### config.mk
export PLATFORM = sky130hd
export DESIGN_NAME = data_mem_access_unit
export DESIGN_NICKNAME = d
export VERILOG_FILES = /design/src/rtl/data_mem_access_unit.sv
export SDC_FILE = /design/constraint.sdc
export NUM_CORES = 1
export LEC_CHECK = 0
export BUFFER_PORTS_ARGS = -buffer_cell sky130_fd_sc_hd__buf_2
export CAP_MARGIN = 30
export CORE_UTILIZATION = 50
export DETAILED_ROUTE_END_ITERATION = 16
export PLACE_DENSITY = 0.8
export SYNTH_ARGS = -nofsm -noshare
export SYNTH_HDL_FRONTEND = slang
export SYNTH_SLANG_ARGS = --single-unit
export TNS_END_PERCENT = 10
### constraint.sdc
create_clock -name clk -period 2.1 [get_ports clk]
set_clock_uncertainty 0.2 [all_clocks]
set_input_delay 0.105 -clock clk [delete_from_list [all_inputs] [get_ports clk]]
set_output_delay 0.105 -clock clk [all_outputs]
set_load 0.05 [all_outputs]
### src/rtl/data_mem_access_unit.sv
// rtl/data_mem_access_unit.sv - byte/half/word load-store front end to a word-wide data RAM.
// Optional range check on upper address bits: define DMAU_BOUNDS_CHECK_EN.
module data_mem_access_unit #(
  parameter int DATA_WIDTH = 32,
  parameter int ADDR_WIDTH = 5
) (
  input  logic                  clk,
  input  logic                  rst_n,
  input  logic                  req,
  input  logic                  wr,
  input  logic [1:0]            size,
  input  logic                  unsigned_ld,
  input  logic [31:0]           addr,
  input  logic [DATA_WIDTH-1:0] wdata,
  output logic                  ready,
  output logic                  done,
  output logic [DATA_WIDTH-1:0] rdata,
  output logic                  fault,
  output logic [ADDR_WIDTH-1:0] ram_addr,
  output logic [DATA_WIDTH-1:0] ram_data,
  output logic                  ram_we,
  input  logic [DATA_WIDTH-1:0] ram_q
);

  typedef enum logic [1:0] {IDLE, RD, WR, RESP} state_t;

  state_t                  state, state_next;
  logic                    wr_q, uns_q, fault_q;
  logic [1:0]              size_q;
  logic [ADDR_WIDTH+1:0]   addr_q;
  logic [DATA_WIDTH-1:0]   wdata_q, buf_q, rdata_q;
  logic                    req_fault, accept, partial;
  logic [4:0]              shamt;
  logic [DATA_WIDTH-1:0]   lane_mask, merged, shifted, extracted;
  logic                    unused_addr_bits;

  assign accept  = req && (state == IDLE);
  assign partial = (size_q != 2'b10);

  always_comb begin
    req_fault = (size == 2'b11) ||
                (size == 2'b01 && addr[0]) ||
                (size == 2'b10 && addr[1:0] != 2'b00);
`ifdef DMAU_BOUNDS_CHECK_EN
    req_fault = req_fault || (addr[31:ADDR_WIDTH+2] != '0);
`endif
  end

  // Upper address bits only matter when the range check is built in.
  assign unused_addr_bits = ^addr[31:ADDR_WIDTH+2];

  always_ff @(posedge clk or negedge rst_n) begin
    if (!rst_n) state <= IDLE;
    else        state <= state_next;
  end

  always_comb begin
    state_next = state;
    case (state)
      IDLE: if (req) begin
        if (req_fault)           state_next = RESP;
        else if (!wr)            state_next = RD;
        else if (size == 2'b10)  state_next = WR;
        else                     state_next = RD;
      end
      RD:      state_next = wr_q ? WR : RESP;
      WR:      state_next = RESP;
      RESP:    state_next = IDLE;
      default: state_next = IDLE;
    endcase
  end

  always_comb begin
    ready  = (state == IDLE);
    done   = (state == RESP);
    ram_we = (state == WR);
    fault  = (state == RESP) && fault_q;
  end

  // Little-endian lane select: shift the addressed lane down to bit 0.
  always_comb begin
    shamt   = {addr_q[1:0], 3'b000};
    shifted = ram_q >> shamt;
    case (size_q)
      2'b00:   extracted = {{24{shifted[7]  && !uns_q}}, shifted[7:0]};
      2'b01:   extracted = {{16{shifted[15] && !uns_q}}, shifted[15:0]};
      default: extracted = ram_q;
    endcase
    lane_mask = (size_q == 2'b00) ? (32'h0000_00FF << shamt) : (32'h0000_FFFF << shamt);
    merged    = (ram_q & ~lane_mask) | ((wdata_q << shamt) & lane_mask);
  end

  always_ff @(posedge clk or negedge rst_n) begin
    if (!rst_n) begin
      wr_q    <= 1'b0;
      uns_q   <= 1'b0;
      fault_q <= 1'b0;
      size_q  <= 2'b00;
      addr_q  <= '0;
      wdata_q <= '0;
      buf_q   <= '0;
      rdata_q <= '0;
    end else begin
      if (accept) begin
        wr_q    <= wr;
        uns_q   <= unsigned_ld;
        fault_q <= req_fault;
        size_q  <= size;
        addr_q  <= addr[ADDR_WIDTH+1:0];
        wdata_q <= wdata;
        buf_q   <= wdata;
      end
      if (state == RD) begin
        if (wr_q && partial) buf_q   <= merged;
        else if (!wr_q)      rdata_q <= extracted;
      end
    end
  end

  assign rdata    = rdata_q;
  assign ram_addr = addr_q[ADDR_WIDTH+1:2];
  assign ram_data = buf_q;

endmodule

=== Yosys cells after proc, flatten, opt, wreduce, memory -nomap -nowiden ===
Cells that the tools add are included.

* Bits in registers: 110
* Output and inout port bits: 73
* Bits of input ports: 103
* Word-level logic and storage cells: 53

* Equal/unequal tests: 9
* Mux-type cells: 11
* Reduce and logical (&&, ||, !) cells: 14
* Shift-type cells: 4
* Bitwise operators: 6

{| class="wikitable"
|+ Operators by type and width
! kind !! count
|-
| 2-to-1 mux 32 bit || 4
|-
| AND 32 bit || 2
|-
| one-hot mux 32 bit (2 select lines) || 1
|-
| NOT 32 bit || 1
|-
| bitwise OR 32 bit || 1
|-
| << shifter 16 x 5 -> 32 bit (first input constant) || 1
|-
| << shifter 32 x 5 -> 32 bit || 1
|-
| << shifter 8 x 5 -> 32 bit (first input constant) || 1
|-
| >> shifter 32 x 5 -> 16 bit || 1
|-
| equality test 2 bit (second input constant) || 4
|-
| 2-to-1 mux 2 bit || 4
|-
| one-hot mux 2 bit (4 select lines) || 1
|-
| logical AND 1 bit || 7
|-
| equality test 2 x 1 -> 1 bit (second input constant) || 3
|-
| zero test 2 bit || 2
|-
| inequality test 2 bit (second input constant) || 2
|-
| AND reduction 3 bit || 1
|-
| logical OR 1 bit || 2
|-
| NOT 1 bit || 2
|-
| nonzero test 2 bit || 1
|-
| zero test 1 bit || 1
|-
| 2-to-1 mux 1 bit || 1
|}

=== Depth between registers and ports, before layout ===
* Depth after elaboration: 7
* Gate-level depth with buffers: 7
* Gate-level depth less buffers: 6

=== Least setup slack after synthesis ===
Ideal clock, no wire load.

* Path kind: register to register
* Start: register state[0]
* End: register buf_q[13] (netlist: ram_data[13])
* Cell stages (with the launch flop): 8
* Data required time: 1.776 ns
* Data arrival time: 1.895 ns
* Path buffers: 2
* Period minus slack after synthesis: 2.219 ns
* Slack: -0.119 ns
* Library setup time: 0.124 ns
* Path through: dfrtp_1 > inv_1 > ha_1 > nand2_1 > clkbuf_1 > clkbuf_1 > a211oi_1 > nor2_1

* Longest elaborated chain between the ends: 5
* Elaborated cells between the ends (all ways): 6
* Classes of those cells: eq/ne: 1; mux: 3; reduce/logical: 2

{| class="wikitable"
|+ RTL lines
! item !! line !! source
|-
| start, declared || 27 || <nowiki>state_t state, state_next;</nowiki>
|-
| start signal, assigned || 54 || <nowiki>else state <= state_next;</nowiki>
|-
| zero test 2 bit * || n/a ||
|-
| net ready || 15 || <nowiki>output logic ready,</nowiki>
|-
| logical AND 1 bit * || 37 || <nowiki>assign accept = req && (state == IDLE);</nowiki>
|-
| 2-to-1 mux 32 bit * || 104 || <nowiki>if (accept) begin</nowiki>
|-
| 2-to-1 mux 32 bit || 114 || <nowiki>if (wr_q && partial) buf_q <= merged;</nowiki>
|-
| 2-to-1 mux 32 bit * || 113 || <nowiki>if (state == RD) begin</nowiki>
|-
| end signal, assigned || 111 || <nowiki>buf_q <= wdata;</nowiki>
|-
| end signal, assigned || 114 ||
|-
| end, declared || 31 || <nowiki>logic [DATA_WIDTH-1:0] wdata_q, buf_q, rdata_q;</nowiki>
|}

Mark *: on every way through the listed nets, which the timed path passes. The rest lies on a longest branch.
A chain may end at the register's enable or synchronous reset.

=== Worst setup path after layout ===
* Start: register size_q[1]
* End: register buf_q[23] (netlist: ram_data[23])

* Longest elaborated chain between the ends: 7
* Elaborated cells between the ends (all ways): 10
* Classes of those cells: eq/ne: 1; mux: 3; bitwise: 4; reduce/logical: 2

{| class="wikitable"
|+ RTL lines
! item !! line !! source
|-
| start, declared || 29 || <nowiki>logic [1:0] size_q;</nowiki>
|-
| start signal, assigned || 108 || <nowiki>size_q <= size;</nowiki>
|-
| zero test 2 bit || 89 || <nowiki>lane_mask = (size_q == 2'b00) ? (32'h0000_00FF << shamt) : (32'h0000_FFFF << shamt);</nowiki>
|-
| 2-to-1 mux 32 bit || 89 ||
|-
| NOT 32 bit || 90 || <nowiki>merged = (ram_q & ~lane_mask) | ((wdata_q << shamt) & lane_mask);</nowiki>
|-
| AND 32 bit || 90 ||
|-
| bitwise OR 32 bit || 90 ||
|-
| 2-to-1 mux 32 bit * || 114 ||
|-
| 2-to-1 mux 32 bit * || 113 ||
|}

Mark *: on every way between the ends. The rest lies on a longest branch, timed or not.

==> out/metrics.yaml <==
cts:
  cts_tree: "yes"
  numClockSinks: 94
  numCtsBuffers: 9
  clkLatencyLatePin_ps: 360
  root_buffer: "clkbuf_8"
  cts_max_level: 3
  postCtsSetupBuffers: 0
  clkTransAtPathRegs_ps: 100
  ctsLongestPathBuffers: 2
critical_path:
  startpoint_type: "flip-flop"
  crit_family: "compound AO/OA/AOI/OAI gates"
  cp_cell_sequence: "or2_0, a21oi_2, a211oi_1, a31oi_1"
  reg2reg_depth: 4
  cpMaxStageDelayCell: "or2_0"
  path_class: "flip-flop to flip-flop"
  cpPeakStageDelay_ps: 520
  worstPathMaxFanout: 9
  crit_arrival_ps: 2060
  end_kind: "flip-flop"
  path_buf_inv: 0
  path_depth: 4
  required_ps: 2140
die:
  ios: 176
  fp.dieH_um: 102
  std_cell_rows: 35
  dieArea_um2: 10300
  fp.dieW_um: 102
  core_area_um2: 9420
  initial_utilization: 0.526
cells_and_area:
  drive_gt1_frac: 0.286
  n_antenna_cell: 0
  fin_nets: 864
  design_area_um2: 6910
  multi_input_area_um2: 2350
  fin_cells: 890
  seqCellArea_um2: 2350
  area_delta_synth_final_pct: 39.4
  nFillCells: 662
synthesis:
  yosysMostFrequentCell: "nand2_1"
  synth_top_area_frac: 0.475
  ys.flop_type: "dfrtp_1"
  yosysSeqAreaShare: 0.475
  synth_cells: 538
  netlist_area_um2: 4950
  yosys.area_share.simple: 0.179
  synth_compound_area_frac: 0.243
  yosys_warnings: 0
  yosys.cell_types.count: 48
  synth_top_family_by_area: "compound AO/OA/AOI/OAI gates"
  synth_enable_flop_cells: 0
  synthAdderAreaFrac: 0.0126
  muxShareOfSynthArea: 0.0384
  synth.top_cells.by_count: "nand2_1 (103), dfrtp_1 (94), nor2_1 (37), a211oi_1 (32), a31oi_1 (30)"
  async_flop_share: 1.00
  ys_seq_elements: 94
  synthXorXnorAreaFrac: 0
  syn_area_per_cell_um2: 9.21
  syn_nets: 646
  synth_area_leader_cell: "dfrtp_1"
  synth_area_leaders: "dfrtp_1 (47%), nand2_1 (7.8%), a211oi_1 (4.8%), a31oi_1 (3.8%), nor2_1 (2.8%)"
placed_design:
  placedCellCount: 798
  gp_congestion: 0.909
  dp_hpwl_um: 11100
  place.port_buffers: 150
  placed_cell_area_um2: 5910
drt:
  drt-initial-drc-count: 358
  drt-total-wl_um: 16500
  wire_per_inst_um: 18.6
  drt-pass1-iter-count: 5
  drc: 0
  antenna_left: 0
  via_count: 5184
  via_per_inst: 5.82
global_route:
  grt_pass1_vias: 5110
  grt_usage: 0.330
  antenna_found_initial: 0
  grt_first_pass_wirelength_um: 25700
  grt_max_degree: 58
  globalRouteOverflowTotal: 0
power_and_ir_drop:
  ir_drop_mv: 0.960
  powerDensity_nw_per_um2: 1770
  p_seq_frac: 0.279
  p_leak_uw: 0.00336
  p_int_uw: 5720
  pwr-share-clk: 0.113
  switchingPower_uw: 6530
  netSwitchingFraction: 0.533
  p_comb_frac: 0.608
min_path:
  worstHoldPathType: "input port to async pin"
sta:
  maxSlewViolCount: 0
  final.setup.tns_ps: 0
  timing.slew.headroom: 0.600
  rsz0062_at_grt: "false"
  fmax_mhz: 493
  period_share: 0.965
  final-setup-viol-count: 0
  hold_violations: 0
  worst_slew_pin_slew_ps: 600
  period_needed_ps: 2030
run:
  max-cap-violations: 0
run_status:
  outcome: "finished clean"
==> worst reg2reg max path, cell delays in order, from the launching register on <==
cell and delay (ps):
dfrtp_1 460, or2_0 520, a21oi_2 240, a211oi_1 420
a31oi_1 70
==> metal layers <==
metal	share of wire	wire length, µm	track usage	vias to the layer above
met2	0.48	7970	0.551	227
met3	0.069	1140	0.0621	42
li1	-	-	-	2383
met5	0	0	0	-
met1	0.42	7020	0.427	2532
met4	0.025	420	0.125	0
==> repair_timing <==
item | CTS | global route
hold endpoints to repair | 181 | 0
gates resized for setup | 0 | 2
hold buffers | 76 | 0
setup endpoints to repair | 0 | 17
==> registers in the layout, summed over array words and instances, names as in the netlist <==
name,flops
fault_q,1
rdata,32
size_q,2
ram_data,32
state,2
addr_q,7
wr_q,1
uns_q,1
wdata_q,16
==> worst paths after layout <==
path                                  startpoint                       to  slack [ps]
max reg2reg                size_q[1]$_DFFE_PN0N_   ram_data[23]$_DFF_PN0_          70
min reg2reg                addr_q[4]$_DFFE_PN0N_    addr_q[4]$_DFFE_PN0N_         280
max                        size_q[1]$_DFFE_PN0N_   ram_data[23]$_DFF_PN0_          70
min in group clk                             req  wdata_q[11]$_DFFE_PN0N_         140
min                                        rst_n    rdata[19]$_DFFE_PN0P_          40
max in group asynchronous                  rst_n    addr_q[0]$_DFFE_PN0N_         960
==> logic make-up after synthesis <==
family,Yosys count
compound gates,171
flops,94
fa+ha+maj,5
buf+inv,52
simple gates,199
mux,17
==> power groups by stage <==
| stage | Clock (µW) | Combinational [µW] | Sequential, µW |
|---|---|---|---|
| 2_1_floorplan | 0 | 3360 | 5400 |
| 3_3_place_gp | 0 | 7090 | 3360 |
| 3_5_place_dp | 0 | 7250 | 3400 |
| 4_1_cts | 1390 | 7380 | 3370 |
| 5_1_grt | 1480 | 7960 | 3500 |
| 6_report | 1380 | 7450 | 3410 |
==> cell type report <==
cell class | count | share of cell area
Sequential cell | 94 | 0.341
Multi-Input combinational cell | 392 | 0.341
Timing Repair Buffer | 253 | 0.258
Tap cell | 129 | 0.0234
Clock buffer | 11 | 0.0219
Clock inverter | 5 | 0.0118
Inverter | 6 | 0.00326
==> stage by stage <==
step / total power (µW) / utilization / hold slack [ps] / setup slack (ps)
after detailed placement: 10600 / 0.628 / -100 / 51.9
after floorplan: 8760 / - / -391 / 88.3
after CTS: 12100 / 0.733 / 52.9 / 52.9
final: 12200 / 0.733 / 35.4 / 72.5
after global placement: 10500 / 0.628 / -105 / 144
after global routing: 12900 / 0.733 / 68.6 / 1.62
==> cell usage in the layout (no fill, tap or decap), drive strengths merged, types with 2 or more instances in the layout <==
master / n
nand3: 16
a21oi: 22
buf: 177
o311ai: 2
nor2b: 4
clkbuf: 11
and2: 2
o311a: 7
a32oi: 2
and3: 17
dlygate4sd3: 76
bufinv: 2
a21o: 16
o2bb2ai: 3
dfrtp: 94
mux2i: 11
nand2: 103
a211oi: 32
o21ai: 29
o31ai: 2
a31oi: 30
or2: 3
clkinv: 2
o22ai: 6
nor2: 39
nor3: 5
a32o: 8
inv: 6
a2bb2o: 5
mux2: 6
ha: 5
nand2b: 8
a22oi: 6
(Power assumes the default switching activity.)
